$ cat config.mk
export PLATFORM = sky130hd
export DESIGN_NAME = mlp_loader
export DESIGN_NICKNAME = d
export VERILOG_FILES = /design/src/rtl/mlp_loader.sv
export SDC_FILE = /design/constraint.sdc
export NUM_CORES = 2
export LEC_CHECK = 0
export CORE_AREA = 2 2 534 536
export CTS_CLUSTER_SIZE = 30
export DETAILED_ROUTE_END_ITERATION = 8
export DIE_AREA = 0 0 536 538
export DONT_BUFFER_PORTS = 1
export PLACE_DENSITY_LB_ADDON = 0.15
export SLEW_MARGIN = 5
export SYNTH_ARGS = -nofsm -noshare
export SYNTH_HDL_FRONTEND = slang
export SYNTH_SLANG_ARGS = --single-unit
$ cat constraint.sdc
create_clock -name clk_i -period 97.3 [get_ports clk_i]
set_input_delay 19.46 -clock clk_i [delete_from_list [all_inputs] [get_ports clk_i]]
set_output_delay 19.46 -clock clk_i [all_outputs]
set_load 0.01 [all_outputs]
$ cat src/rtl/mlp_loader.sv
// Framed byte-stream loader assembling the mlp core's weight, bias and input arrays.
// Array bytes are visible one cycle after acceptance; s_ready_o drops only while in ERR until clear_i.
module mlp_loader (
   input  logic                    clk_i,
   input  logic                    rst_i,
   input  logic [7:0]              s_data_i,
   input  logic                    s_valid_i,
   output logic                    s_ready_o,
   input  logic                    clear_i,
   output logic [5:0][15:0][7:0]   w1_o,
   output logic [15:0][7:0]        b1_o,
   output logic [15:0][2:0][7:0]   w2_o,
   output logic [2:0][7:0]         b2_o,
   output logic [5:0][7:0]         din_o,
   output logic                    params_valid_o,
   output logic                    din_valid_o,
   output logic                    start_o,
   output logic                    busy_o,
   output logic                    err_o
);

   typedef enum logic [1:0] {
      ST_IDLE   = 2'd0,
      ST_LOAD_P = 2'd1,
      ST_LOAD_D = 2'd2,
      ST_ERR    = 2'd3
   } state_t;

   localparam logic [7:0] OP_PARAMS = 8'h01;
   localparam logic [7:0] OP_DIN    = 8'h02;
   localparam logic [7:0] P_LAST    = 8'd162;
   localparam logic [7:0] D_LAST    = 8'd5;

   state_t              r_state;
   logic [7:0]          r_cnt;
   logic [162:0][7:0]   r_par;
   logic [5:0][7:0]     r_din;
   logic                r_pv;
   logic                r_dv;
   logic                r_start;
   logic                r_err;

   state_t              w_state_nxt;
   logic [7:0]          w_cnt_nxt;
   logic                w_pv_nxt;
   logic                w_dv_nxt;
   logic                w_start_nxt;
   logic                w_err_nxt;
   logic                w_wr_p;
   logic                w_wr_d;
   logic                w_acc;

   assign w_acc = s_valid_i && (r_state != ST_ERR);

   always_comb begin
      w_state_nxt = r_state;
      w_cnt_nxt   = r_cnt;
      w_pv_nxt    = r_pv;
      w_dv_nxt    = r_dv;
      w_start_nxt = 1'b0;
      w_err_nxt   = r_err;
      w_wr_p      = 1'b0;
      w_wr_d      = 1'b0;
      if (clear_i) begin
         // abort wins over any byte handshaked in the same cycle
         w_state_nxt = ST_IDLE;
         w_cnt_nxt   = 8'd0;
         w_err_nxt   = 1'b0;
      end else if (w_acc) begin
         case (r_state)
            ST_IDLE: begin
               w_cnt_nxt = 8'd0;
               if (s_data_i == OP_PARAMS) begin
                  w_state_nxt = ST_LOAD_P;
                  w_pv_nxt    = 1'b0;
               end else if (s_data_i == OP_DIN) begin
                  w_state_nxt = ST_LOAD_D;
                  w_dv_nxt    = 1'b0;
               end else begin
                  w_state_nxt = ST_ERR;
                  w_err_nxt   = 1'b1;
               end
            end
            ST_LOAD_P: begin
               w_wr_p = 1'b1;
               if (r_cnt == P_LAST) begin
                  w_pv_nxt    = 1'b1;
                  w_cnt_nxt   = 8'd0;
                  w_state_nxt = ST_IDLE;
               end else begin
                  w_cnt_nxt = r_cnt + 8'd1;
               end
            end
            ST_LOAD_D: begin
               w_wr_d = 1'b1;
               if (r_cnt == D_LAST) begin
                  w_dv_nxt    = 1'b1;
                  w_start_nxt = r_pv;
                  w_cnt_nxt   = 8'd0;
                  w_state_nxt = ST_IDLE;
               end else begin
                  w_cnt_nxt = r_cnt + 8'd1;
               end
            end
            default: begin
               w_state_nxt = r_state;
            end
         endcase
      end
   end

   always_ff @(posedge clk_i or posedge rst_i) begin
      if (rst_i) begin
         r_state <= ST_IDLE;
         r_cnt   <= 8'd0;
         r_par   <= '0;
         r_din   <= '0;
         r_pv    <= 1'b0;
         r_dv    <= 1'b0;
         r_start <= 1'b0;
         r_err   <= 1'b0;
      end else begin
         r_state <= w_state_nxt;
         r_cnt   <= w_cnt_nxt;
         r_pv    <= w_pv_nxt;
         r_dv    <= w_dv_nxt;
         r_start <= w_start_nxt;
         r_err   <= w_err_nxt;
         if (w_wr_p) r_par[r_cnt] <= s_data_i;
         if (w_wr_d) r_din[r_cnt[2:0]] <= s_data_i;
      end
   end

   // Payload byte k lands in r_par[k]; the packed output arrays are laid out
   // row-major so each is a contiguous slice of that image.
   assign w1_o           = r_par[95:0];
   assign b1_o           = r_par[111:96];
   assign w2_o           = r_par[159:112];
   assign b2_o           = r_par[162:160];
   assign din_o          = r_din;
   assign params_valid_o = r_pv;
   assign din_valid_o    = r_dv;
   assign start_o        = r_start;
   assign err_o          = r_err;
   assign s_ready_o      = (r_state != ST_ERR);
   assign busy_o         = (r_state == ST_LOAD_P) || (r_state == ST_LOAD_D);

endmodule

## Word-level counts from Yosys, hierarchy flattened

Cells that the tools add are included.

| storage, ports and cells | value |
|---|---|
| input port bits | 12 |
| register bits | 1366 |
| logic and storage cells | 252 |
| output and inout port bits | 1358 |

| cells by class | value |
|---|---|
| add/sub/neg operators | 1 |
| equality and inequality tests | 16 |
| bitwise operators | 1 |
| order comparisons | 4 |
| reductions and logical operators | 15 |
| muxes and demuxes | 40 |

Operators by type and width:

| operator | count |
|---|---|
| bitwise mux 1304 bit | 1 |
| demux 8 bit (select 8 bit) | 1 |
| bitwise mux 48 bit | 1 |
| 2-to-1 mux 8 bit | 6 |
| demux 8 bit (select 3 bit) | 1 |
| case mux 8 bit (3 select lines) | 1 |
| 2-to-1 mux 1 bit | 21 |
| != test 2 bit, second input constant | 8 |
| 2-to-1 mux 2 bit | 5 |
| < comparator 8 x 9 -> 1 bit, second input constant | 1 |
| adder 8 x 1 -> 8 bit, second input constant | 1 |
| equality test 8 x 1 -> 1 bit, second input constant | 1 |
| equality test 8 x 2 -> 1 bit, second input constant | 1 |
| equality test 8 x 3 -> 1 bit, second input constant | 1 |
| equality test 8 bit, second input constant | 1 |
| greater-or-equal comparator 8 x 1 -> 1 bit, second input constant | 1 |
| AND reduction 4 bit | 2 |
| nonzero test 2 bit | 4 |
| != test 3 bit, second input constant | 2 |
| case mux 2 bit (3 select lines) | 1 |
| AND reduction 6 bit | 1 |
| AND reduction 5 bit | 1 |
| < comparator 3 x 4 -> 1 bit, second input constant | 1 |
| case mux 1 bit (2 select lines) | 2 |
| other kinds (9) | 11 |

## Logic depth before layout (Yosys ltp)

| depth | value |
|---|---|
| depth in word-level cells | 6 |
| depth in mapped cells | 8 |
| gate-level depth less buffers | 6 |

## Worst setup path before layout

OpenSTA, ideal clock, no wires.

| path | value |
|---|---|
| kind | input-to-reg |
| start | input port clear_i |
| end | register r_din (netlist bit din_o[32]) |
| buffers on the path | 1 |
| data required time | 97.175 ns |
| arrival time | 20.908 ns |
| library setup time | 0.125 ns |
| setup slack | 76.268 ns |
| stages on the path | 5 |
| cells stage by stage | buf_2 nor3b_4 nand3_1 nor3b_2 mux2_2 |

| on the way | value |
|---|---|
| word-level cells in the longest chain between the ends | 1 |

RTL lines:

| what | RTL line | RTL |
|---|---|---|
| start, declared | 9 | `input logic clear_i,` |
| 2-to-1 mux 1 bit | 64 | `if (clear_i) begin` |
| end signal, assigned by index | 130 | `if (w_wr_d) r_din[r_cnt[2:0]] <= s_data_i;` |
| end, declared | 37 | `logic [5:0][7:0] r_din;` |

Every way passes these cells.
A chain may end at the register's enable or synchronous reset.

==> results.yml <==
run_status:
  status: "finished, final reports clean"
global_routing:
  track_usage_pct: 14.3
  grt_pass1_wl_mm: 286
  grt-ovfl-total: 0
  grt_antenna_before_repair: 4
  grt_pass1_vias: 29800
  grt_max_degree: 172
placed_design:
  post-place-ws_ns: 72.29
  port_buffers: 0
  place_area_mm2: 0.0564
  place.gp.congestion: 0.725
  dp_hpwl_mm: 142
clock_tree:
  cts_setup_buffers: 0
  ctsResizeCount: 0
  root_buffer: "clkbuf_16"
  clock_insertion_delay_worst_skew_ns: 0.84
  clk_pin_slew_worst_paths_ns: 0.05
  cts_buffers: 173
  cts.sinks: 1366
  cts_tree: "yes"
  cts_buffer_depth: 4
  cts_hold_buf: 0
  htreeDepth: 4
sta:
  hold_viol_final: 0
  setup_slack_ns: 73.41
  rsz0062_at_grt: "no"
  setup_viol: 0
  skew_ns: 0.0481
  tightestPinTransition_ns: 1.03
  slew_violations: 0
  fin_crit_sh_pct: 24.6
  tns_ns: 0
  layout_min_cycle_time_ns: 23.89
  timing.slew.headroom_pct: 31.3
  fmax_ghz: 0.0419
setup_path:
  end_kind: "asynchronous set/reset pin"
  reg2reg_from: "r_state[0]$_DFFE_PP0P_"
  start_kind: "input pin"
  cp_max_fo: 128
  reg2regPathDepth: 6
  rrSetupSlack_ns: 93.54
  crit_start: "rst_i"
  critical_path_class: "input pin to asynchronous set/reset pin"
  rr_endpoint: "w1_o[52]$_DFFE_PP0P_"
  critPathArrivalTime_ns: 24.71
  critPathRequiredTime_ns: 98.12
power_and_ir_drop:
  ir_drop_mv: 0.0127
  leakagePower_nw: 30.8
  power_density_mw_per_mm2: 20.3
  total_power_w: 0.00126
yosys:
  synthArstFlopShare_pct: 100
  avgSynthCellArea_um2: 16.1
  seq_area_frac_synth_pct: 65.5
  syn_area_mm2: 0.0522
  synth_commonest_cells: "dfrtp_1 (1366), mux2_2 (1250), clkbuf_1 (160)"
  yosysMostFrequentCell: "dfrtp_1"
  yosys_warnings: 0
  ys.flop_type: "dfrtp_1"
  synthTopCellsByArea: "dfrtp_1 (65%), mux2_2 (27%), mux2_1 (1.5%), clkbuf_1 (1.2%), nand2_1 (0.97%)"
  synth.distinct_cells: 50
  synth_edf_count: 0
  synth_top_area_cell: "dfrtp_1"
  syn_inst: 3241
  synth_top_cell_area_share_pct: 65.5
  syn-num-nets: 3261
  synth-seq-cells: 1366
layout:
  fin_nets: 3278
  final_cell_area_mm2: 0.0620
  area_growth_pct: 18.8
  nFillCells: 30000
  layout-drive-gt1-share_pct: 48.2
routing:
  routedWlPerCell_um: 30.0
  vias_per_cell: 3.95
  first_pass_iters: 4
  first_iter_violations: 1079
  route.detailed.drc: 0
  via_count: 28300
  ant_nets: 0
  totalWireLength_mm: 215
worst_hold_path:
  min_delay_worst_endpoint: "w1_o[382]$_DFFE_PP0P_"
  min-delay-start: "w1_o[382]$_DFFE_PP0P_"
  hold_depth: 1
  hold_class: "register to register"
flow_run:
  cap_violations: 0
floorplanning:
  io_pins: 1370
  die_h_um: 538
  fp.coreArea_mm2: 0.283
  std_cell_rows: 196
  die_w_um: 536
  die_area_mm2: 0.288
  start_util_pct: 18.4
[worst max-delay path: stages]
cell and delay, ns:
inv_8 0.45, buf_4 0.85, buf_4 0.70, buf_12 0.55, buf_4 0.69, buf_4 0.75, buf_4 0.77
[power breakdown]
part	switching, W	internal (W)	total, W	leakage [nW]
combinational	0.0000254	0.00000826	0.0000336	9.00
sequential	0.0000105	0.000574	0.000584	19.1
clock	0.000264	0.000378	0.000642	2.73
[placed cells by master (no fill, tap or decap), types with 4 or more instances in the layout]
| cell type | synthesis | routed |
|---|---|---|
| and3_4 | 0 | 4 |
| buf_4 | 8 | 30 |
| bufinv_16 | 0 | 8 |
| clkbuf_1 | 160 | 49 |
| clkbuf_16 | 0 | 174 |
| clkbuf_8 | 0 | 35 |
| clkinv_2 | 0 | 16 |
| dfrtp_1 | 1366 | 1366 |
| diode_2 | 0 | 11 |
| ha_1 | 8 | 8 |
| inv_1 | 12 | 11 |
| inv_6 | 0 | 7 |
| mux2_1 | 70 | 70 |
| mux2_2 | 1250 | 1250 |
| mux2_4 | 32 | 32 |
| nand2_1 | 135 | 133 |
| nand2_2 | 37 | 39 |
| nand2_8 | 4 | 4 |
| nand3_1 | 8 | 8 |
| nand4bb_1 | 4 | 4 |
| nor2_1 | 39 | 39 |
| nor2_4 | 7 | 7 |
| nor2b_1 | 6 | 6 |
| nor3_1 | 4 | 4 |
| nor4_1 | 4 | 4 |
| o2111ai_1 | 7 | 7 |
| o211ai_1 | 4 | 4 |
| o21a_1 | 4 | 4 |
| o21ai_0 | 6 | 6 |
[per-layer routing]
metal  share of wire, %  up-vias  global-route usage [%]
li1                   -    11500                       -
met1                 36    15300                    15.5
met2                 47     1266                    23.2
met3                 14      274                    8.52
met4                3.1        0                    4.57
met5                  0        -                       0
[state kept, by name, summed over array words and instances, names as in the netlist]
name / cells
w1_o: 768
w2_o: 384
b1_o: 128
din_o: 48
b2_o: 24
r_cnt: 8
r_state: 2
din_valid_o: 1
err_o: 1
params_valid_o: 1
start_o: 1
[worst max-delay path by stage]
stage                                  to  slack, ns  cells after the start
floorplan             b1_o[0]$_DFFE_PP0P_      39.33                      1
global placement     w1_o[37]$_DFFE_PP0P_      72.34                      7
detailed placement  w1_o[139]$_DFFE_PP0P_      72.29                      7
CTS                 din_o[45]$_DFFE_PP0P_      73.19                      7
global route         w1_o[29]$_DFFE_PP0P_      72.60                      7
finish               w1_o[29]$_DFFE_PP0P_      73.41                      7
[kinds of logic (layout without fill, tap and decap cells)]
group	count (synthesis)	count (layout)	share of synthesized area, %
DFF	1366	1366	65.5
muxes	1352	1352	29.4
and+or+nand+nor	277	277	2.83
buffers and inverters	201	343	1.56
AOI/OAI and AO/OA	37	37	0.535
adders and majority gates	8	8	0.192
other	0	11	0
[stage by stage]
step	std cells	hold slack (ns)	utilization, %
finish	7156	0.564	21.9
global route	7149	0.578	21.9
CTS	7145	0.568	21.9
detailed placement	6845	0.556	19.9
global placement	6845	0.549	19.9
floorplan	3241	0.529	-
[cell type report]
cell class	count	area, um2	share of cell area [%]
Inverter	12	52.6	0.0847
Timing Repair Buffer	31	245	0.395
Sequential cell	1366	34200	55.1
Multi-Input combinational cell	1674	17200	27.8
Clock buffer	258	5020	8.09
Tap cell	3762	4710	7.59
Clock inverter	42	569	0.918
Antenna cell	11	27.5	0.0444
(Power assumes the default switching activity.)
